File: src/rtl/mc_pkg.sv
// Shared encodings for the multicycle MIPS control path: FSM states, opcodes,
// R-type function codes and ALU operation codes.
package mc_pkg;

    typedef enum logic [3:0] {
        StFetch,
        StDecode,
        StMemAdr,
        StMemRd,
        StMemWb,
        StMemWr,
        StExec,
        StRwb,
        StBranch,
        StJump,
        StAddiEx,
        StAddiWb
    } state_e;

    localparam logic [5:0] OpRtype = 6'b000000;
    localparam logic [5:0] OpLw    = 6'b100011;
    localparam logic [5:0] OpSw    = 6'b101011;
    localparam logic [5:0] OpBeq   = 6'b000100;
    localparam logic [5:0] OpJ     = 6'b000010;
    localparam logic [5:0] OpAddi  = 6'b001000;

    localparam logic [5:0] FnAdd = 6'b100000;
    localparam logic [5:0] FnSub = 6'b100010;
    localparam logic [5:0] FnAnd = 6'b100100;
    localparam logic [5:0] FnOr  = 6'b100101;
    localparam logic [5:0] FnSlt = 6'b101010;
    localparam logic [5:0] FnNor = 6'b100111;

    localparam logic [3:0] AluAnd = 4'b0000;
    localparam logic [3:0] AluOr  = 4'b0001;
    localparam logic [3:0] AluAdd = 4'b0010;
    localparam logic [3:0] AluSub = 4'b0110;
    localparam logic [3:0] AluSlt = 4'b0111;
    localparam logic [3:0] AluNor = 4'b1000;

endpackage

File: src/rtl/alu_op_decode.sv
// R-type funct to ALU operation decode; funct_ok flags the supported subset.
module alu_op_decode
    import mc_pkg::*;
(
    input  logic [5:0] funct,
    output logic [3:0] alu_op,
    output logic       funct_ok
);

    always_comb begin
        alu_op   = AluAdd;
        funct_ok = 1'b1;
        case (funct)
            FnAdd:   alu_op = AluAdd;
            FnSub:   alu_op = AluSub;
            FnAnd:   alu_op = AluAnd;
            FnOr:    alu_op = AluOr;
            FnSlt:   alu_op = AluSlt;
            FnNor:   alu_op = AluNor;
            default: begin
                alu_op   = AluAdd;
                funct_ok = 1'b0;
            end
        endcase
    end

endmodule

File: src/rtl/multicycle_ctrl.sv
// Multicycle MIPS control FSM: sequences fetch/decode/execute/memory/write-back
// and drives the ALU operation code plus datapath selects and strobes.
module multicycle_ctrl
    import mc_pkg::*;
(
    input  logic        clk,
    input  logic        rst_n,
    input  logic [5:0]  opcode,
    input  logic [5:0]  funct,
    input  logic        Zero,
    input  logic        mem_ready,
    output logic [3:0]  ALUctrlop,
    output logic        ALUSrcA,
    output logic [1:0]  ALUSrcB,
    output logic [1:0]  PCSource,
    output logic        PCWrite,
    output logic        IorD,
    output logic        MemRead,
    output logic        MemWrite,
    output logic        IRWrite,
    output logic        RegDst,
    output logic        MemtoReg,
    output logic        RegWrite,
    output logic        illegal,
    output logic [31:0] instr_retired
);

    state_e     state_q;
    logic [3:0] fn_alu_op;
    logic       fn_ok;
    logic       op_legal;
    logic       retire;

    alu_op_decode u_alu_op_decode (
        .funct    (funct),
        .alu_op   (fn_alu_op),
        .funct_ok (fn_ok)
    );

    always_comb begin
        op_legal = 1'b0;
        case (opcode)
            OpLw, OpSw, OpBeq, OpJ, OpAddi: op_legal = 1'b1;
            OpRtype:                        op_legal = fn_ok;
            default:                        op_legal = 1'b0;
        endcase
    end

    always_comb begin
        retire = 1'b0;
        case (state_q)
            StMemWb, StRwb, StBranch, StJump, StAddiWb: retire = 1'b1;
            StMemWr:                                    retire = mem_ready;
            default:                                    retire = 1'b0;
        endcase
    end

    always_ff @(posedge clk or negedge rst_n) begin
        if (!rst_n) begin
            state_q       <= StFetch;
            instr_retired <= '0;
        end else begin
            if (retire) begin
                instr_retired <= instr_retired + 32'd1;
            end
            unique case (state_q)
                StFetch: if (mem_ready) state_q <= StDecode;
                StDecode: begin
                    if (!op_legal) begin
                        state_q <= StFetch;
                    end else begin
                        case (opcode)
                            OpLw, OpSw: state_q <= StMemAdr;
                            OpRtype:    state_q <= StExec;
                            OpBeq:      state_q <= StBranch;
                            OpJ:        state_q <= StJump;
                            default:    state_q <= StAddiEx;
                        endcase
                    end
                end
                StMemAdr: state_q <= (opcode == OpLw) ? StMemRd : StMemWr;
                StMemRd:  if (mem_ready) state_q <= StMemWb;
                StMemWr:  if (mem_ready) state_q <= StFetch;
                StExec:   state_q <= StRwb;
                StAddiEx: state_q <= StAddiWb;
                default:  state_q <= StFetch;
            endcase
        end
    end

    // Moore decode of state; held quiet while reset is asserted so an aborted
    // instruction leaves no stray strobe behind.
    always_comb begin
        ALUctrlop = AluAdd;
        ALUSrcA   = 1'b0;
        ALUSrcB   = 2'b00;
        PCSource  = 2'b00;
        PCWrite   = 1'b0;
        IorD      = 1'b0;
        MemRead   = 1'b0;
        MemWrite  = 1'b0;
        IRWrite   = 1'b0;
        RegDst    = 1'b0;
        MemtoReg  = 1'b0;
        RegWrite  = 1'b0;
        illegal   = 1'b0;
        if (rst_n) begin
            unique case (state_q)
                StFetch: begin
                    MemRead = 1'b1;
                    ALUSrcB = 2'b01;
                    IRWrite = mem_ready;
                    PCWrite = mem_ready;
                end
                StDecode: begin
                    ALUSrcB = 2'b11;
                    illegal = ~op_legal;
                end
                StMemAdr, StAddiEx: begin
                    ALUSrcA = 1'b1;
                    ALUSrcB = 2'b10;
                end
                StMemRd: begin
                    MemRead = 1'b1;
                    IorD    = 1'b1;
                end
                StMemWb: begin
                    RegWrite = 1'b1;
                    MemtoReg = 1'b1;
                end
                StMemWr: begin
                    MemWrite = 1'b1;
                    IorD     = 1'b1;
                end
                StExec: begin
                    ALUSrcA   = 1'b1;
                    ALUctrlop = fn_alu_op;
                end
                StRwb: begin
                    RegWrite  = 1'b1;
                    RegDst    = 1'b1;
                    ALUctrlop = fn_alu_op;
                end
                StBranch: begin
                    ALUSrcA   = 1'b1;
                    ALUctrlop = AluSub;
                    PCSource  = 2'b01;
                    PCWrite   = Zero;
                end
                StJump: begin
                    PCSource = 2'b10;
                    PCWrite  = 1'b1;
                end
                StAddiWb: RegWrite = 1'b1;
                default: ;
            endcase
        end
    end

endmodule

File: config.mk
export PLATFORM = sky130hd
export DESIGN_NAME = multicycle_ctrl
export DESIGN_NICKNAME = d
export VERILOG_FILES = /design/src/rtl/mc_pkg.sv /design/src/rtl/alu_op_decode.sv /design/src/rtl/multicycle_ctrl.sv
export SDC_FILE = /design/constraint.sdc
export NUM_CORES = 1
export LEC_CHECK = 0
export CAP_MARGIN = 20
export CORE_MARGIN = 5
export CORE_UTILIZATION = 52
export CTS_BUF_LIST = sky130_fd_sc_hd__clkbuf_2
export DETAILED_ROUTE_END_ITERATION = 6
export PLACE_DENSITY = 0.85
export SYNTH_ARGS = -nofsm -noshare
export SYNTH_HDL_FRONTEND = slang
export SYNTH_SLANG_ARGS = --single-unit
export TNS_END_PERCENT = 1
File: constraint.sdc
create_clock -name clk -period 4.8 [get_ports clk]
set_input_delay 1.2 -clock clk [delete_from_list [all_inputs] [get_ports clk]]
set_output_delay 1.2 -clock clk [all_outputs]
set_load 0.005 [all_outputs]
# Word level (Yosys, flattened, before mapping)
# Cells that the tools add are included.
[word_totals]
reg_bits = 36
latch_bits = 0
mem_bits_rw = 0
mem_bits_ro = 0
inputBits = 16
out_inout_bits = 50
word_cells = 79
mem_count = 0
[classes]
add_sub_neg = 1
mul = 0
n_div = 0
order_cmp = 0
eq_ne = 25
shift = 0
mux = 37
bitwise_logic = 1
reduce_logical = 13
[ops]
columns = ["operator", "count"]
rows = [
  ["$eq 6x6->1 const B", 8],
  ["$add 32x1->32 const B", 1],
  ["$pmux 4 s7", 1],
  ["$mux 1", 20],
  ["$mux 4", 5],
  ["$pmux 4 s5", 1],
  ["$eq 4x3->1 const B", 4],
  ["$eq 4x4->1 const B", 4],
  ["$pmux 4 s4", 1],
  ["$reduce_or 2->1", 5],
  ["$reduce_or 5->1", 2],
  ["$eq 4x2->1 const B", 2],
  ["$pmux 4 s2", 1],
  ["$eq 6x2->1 const B", 1],
  ["$eq 6x3->1 const B", 1],
  ["$eq 6x4->1 const B", 1],
  ["$logic_not 6->1", 1],
  ["$ne 2x2->1 const B", 3],
  ["$pmux 2 s3", 1],
  ["$reduce_or 6->1", 1],
  ["$eq 4x1->1 const B", 1],
  ["$logic_not 4->1", 1],
  ["$mux 2", 2],
  ["$pmux 1 s2", 2],
  ["7 further kinds", 7],
]

# Depth between registers and ports, before layout
[depth]
word_depth = 7
mapped_depth = 7
ltp_nobuf = 5

# By module
# From an unflattened synthesis, not the netlist that was laid out.
[hier_totals]
cells_unflattened = 239
area_unflattened_um2 = 2184.6
[modules_own_cells]
columns = ["mod", "n_inst", "cells_per_inst", "area_per_inst_um2"]
rows = [
  ["multicycle_ctrl", 1, 225, 2087.0],
  ["alu_op_decode", 1, 14, 97.6],
]

# Worst setup path before layout
# No wires, ideal clock.
[synth_timing]
path_type = "input -> output"
from = "input port opcode[1]"
to = "output port illegal"
arrival_time_ns = 2.229
t_required_ns = 3.600
setup_slack_ns = 1.371
cell_stages = 5
path_cell_list = "nor4_2 inv_1 a221o_1 o21a_1 and4_1"
[synth_between]
elab_chain_len = 6
word_cells_on_any_way = 11
classes_between = "eq/ne (5); mux (3); bitwise (1); reduce/logical (2)"
[synth_lines]
columns = ["element", "line", "rtl"]
rows = [
  ["from (decl)", "multicycle_ctrl.sv:8", "input logic [5:0] opcode,"],
  ["$eq 6x6->1, or another cell as far along", "multicycle_ctrl.sv:42", "case (opcode)"],
  ["$reduce_or 5->1", "multicycle_ctrl.sv:42", ""],
  ["$pmux 1 s2 (*)", "multicycle_ctrl.sv:42", ""],
  ["$not 1->1 (*)", "multicycle_ctrl.sv:117", "illegal = ~op_legal;"],
  ["$mux 1 (*)", "multicycle_ctrl.sv:108", "unique case (state_q)"],
  ["$mux 1 (*)", "multicycle_ctrl.sv:107", "if (rst_n) begin"],
  ["to (decl)", "multicycle_ctrl.sv:24", "output logic illegal,"],
]
# Every way passes the cells marked *; elsewhere a longest branch is shown, timed or not.

# Worst setup path after layout
# Same ends and word-level chain as after synthesis.

==> summary.md <==
| Metric | Value |
|---|---|
| Status | completed |
| Setup Fix Bufs, Post-CTS | 0 |
| Crit Path Class | in2out |
| Reg-to-reg setup timing slack | 2.58 ns |
| Tot Pwr | 0.8734 mW |
| Asr flop ratio synth | 100.0% |
| Vias in the first global route | 1794 |
| EDFF count, synth | 0 |
| GPL Wtd Cong | 0.8251 |
| Root buffer cell | clkbuf_2 |
| Reg-to-reg startpoint | state_q[1] |
| Endpoints failing hold | 0 |
| Arrival time worst endpoint | 3.36 ns |
| Warnings, synthesis | 0 |
| Crit-path max FO | 7 |
| Post-CTS resize count | 0 |
| Layout Area Growth over Synthesis | 34.58% |
| Critical Path End | illegal |
| Cells after synthesis | 226 |
| Worst-path clk slew | 0.20 ns |
| P_leak | 1.121 nW |
| Worst VDD drop | 0.4032 mV |
| Fmax | 219.3 MHz |
| CTS H-tree lvls | 2 |
| Die area | 0.005486 mm^2 |
| Post-route DRC | 0 |
| DP HPWL | 3.819 mm |
| Total CTS buffers | 5 |
| # diodes | 0 |
| Antenna violations before repair | 0 |
| Crit. End Element | primary output |
| Die height | 74.07 um |
| Layout cell share with drive strength beyond 1 | 7.192% |
| Final Routed Wirelength | 5.029 mm |
| CTS max path bufs | 2 |
| Critical path required time | 3.60 ns |
| Final setup violation count | 0 |
| Rows | 23 |
| DRT antenna net count | 0 |
| Seq/Total Area, Yosys | 42.20% |
| CORE AREA | 0.004000 mm^2 |
| #FFs+latches synth | 36 |
| Slew HR | 55.96% |
| Iter 0 DRT Violations | 100 |
| Fin crit period | 4.559 ns |
| Min-Delay Path Class | reg2reg |
| Netlist Area Pre-Place | 0.002135 mm^2 |
| Clock Latency Late Sink | 0.40 ns |
| Worst setup startpoint | opcode[1] |
| First-pass GRT wire length | 8.335 mm |
| Slew Viols, Final | 0 |
| 1st-pass router iterations | 4 |
| Min-delay src | instr_retired[31] |
| Pwr per Cell Area | 304.0 mW/mm^2 |
| Reg2Reg Depth | 5 |
| Nets | 308 |
| Core Util, Final | 71.82% |
| CP Launch Type | primary input |
| Tightest Pin Transition | 0.6556 ns |
| Cell variety after synth | 47 |
| I/O Pins | 66 |
| Cts hold-fix bufs | 0 |
| CTS sink count | 36 |
| Initial Util | 53.36% |
| Post-synth net total | 243 |
| Final setup TNS | 0 ns |
| Critical R2R Capture | instr_retired[28] |
| Tcrit/Tclk final | 94.98% |
| Main synth FF type | dfrtp_1 |
| GRT overflow | 0 |
| Avg Inst Size Synth | 9.445 um^2 |
| Average wire per standard cell | 14.70 um |
| Via count | 1890 |
| Max Cap Viol | 0 |
| IO Port Bufs | 65 |
| Vias/cell | 5.526 |
| Total track usage | 19.78% |
| Largest net degree at the start of global routing | 19 |
| CTS tree | built |
| Chip Width | 74.07 um |
| Unrepaired setup endpoints after global routing | false |
| Clock skew | 0.02286 ns |
-- sequential cells by signal, indices dropped and copies added (netlist names) --
signal and count:
state_q 4, instr_retired 32
-- worst min-delay path by stage --
stage,depth (start not counted),endpoint,slack [ns]
after floorplan,1,instr_retired[31],0.47
after global placement,1,instr_retired[21],0.48
after detailed placement,1,instr_retired[7],0.49
after CTS,1,instr_retired[13],0.51
after global routing,1,instr_retired[28],0.53
final,1,instr_retired[31],0.50
-- Yosys cell counts, types with 2 or more instances --
cell	n	share of area, %
buf_4	2	0.70
nand2b_1	3	0.88
inv_1	7	1.2
nor4_4	2	2.0
and2_1	5	1.5
xnor2_1	25	10
nor2_1	18	3.2
o21ai_0	9	2.1
or3_1	2	0.59
nand2_1	25	4.4
nor3_1	9	2.1
buf_2	2	0.47
a21oi_1	6	1.4
xor2_1	9	3.7
dfrtp_1	36	42
nand3_1	14	3.3
nand4_1	7	2.1
clkbuf_1	3	0.53
a211oi_1	2	0.70
nor2b_1	2	0.59
and3_1	6	1.8
mux2_2	2	1.1
and4_1	6	2.5
-- cell families (layout without fill, tap and decap cells) --
family	after synthesis	in the layout	share of synthesized area, %
XOR/XNOR	34	34	13.95
adder cells (fa/ha/maj)	1	1	0.5861
AO/OA/AOI/OAI	30	30	9.731
flip-flops	36	36	42.20
AND/OR/NAND/NOR	107	107	28.78
buffers and inverters	16	82	3.693
multiplexers	2	2	1.055
-- per-layer routing --
layer	vias to the layer above	GRT usage [%]	wire [um]
li1	926	-	-
met1	894	26.60	2264
met2	63	31.00	2382
met3	7	5.405	303
met4	0	6.640	80
met5	-	0	0
-- final cells by class --
type / count / area (um^2)
clock buffers: 5 / 25.02
clock inverters: 3 / 42.54
fillers: 323 / 1127
inverters: 7 / 26.28
multi-input cells: 174 / 1155
flip-flops and latches: 36 / 900.9
well taps: 50 / 62.56
repair buffers: 67 / 660.6
-- layout by cell type (no fill, tap or decap), types with 2 or more instances in the layout --
cell             instances
nand4_1                  7
xor2_1                   9
xnor2_1                 25
nand2b_1                 3
nand2_1                 25
and2_1                   5
nor4_4                   2
o21ai_0                  9
buf_4                    2
nor2b_1                  2
nor2_1                  18
and3_1                   6
a211oi_1                 2
clkdlybuf4s50_1         64
dfrtp_1                 36
and4_1                   6
or3_1                    2
a21oi_1                  6
mux2_2                   2
inv_1                    7
nor3_1                   9
nand3_1                 14
clkbuf_2                 5
-- through the flow --
| stage | hold WS [ns] | setup slack [ns] | cell area, um^2 | std cells |
|---|---|---|---|---|
| after global placement | 0.4780 | 0.3239 | 2805 | 334 |
| after CTS | 0.5105 | 0.2702 | 2873 | 342 |
| after floorplan | 0.4683 | 1.371 | 2135 | 226 |
| final | 0.5033 | 0.2409 | 2873 | 342 |
| after detailed placement | 0.4872 | 0.2700 | 2805 | 334 |
| after global routing | 0.5295 | 0.1715 | 2873 | 342 |
-- power by group --
part | internal (mW) | switching, mW
Clock | 0.0870 | 0.103
Sequential | 0.333 | 0.0610
Combinational | 0.151 | 0.138
Total | 0.571 | 0.302
-- worst max-delay path, stage by stage --
cell,delay (ns)
clkdlybuf4s50_1,0.53
nor4_2,0.43
inv_1,0.07
a221o_1,0.37
o21a_1,0.13
and4_1,0.18
clkdlybuf4s50_1,0.44
Power figures use the tool's default switching activity.
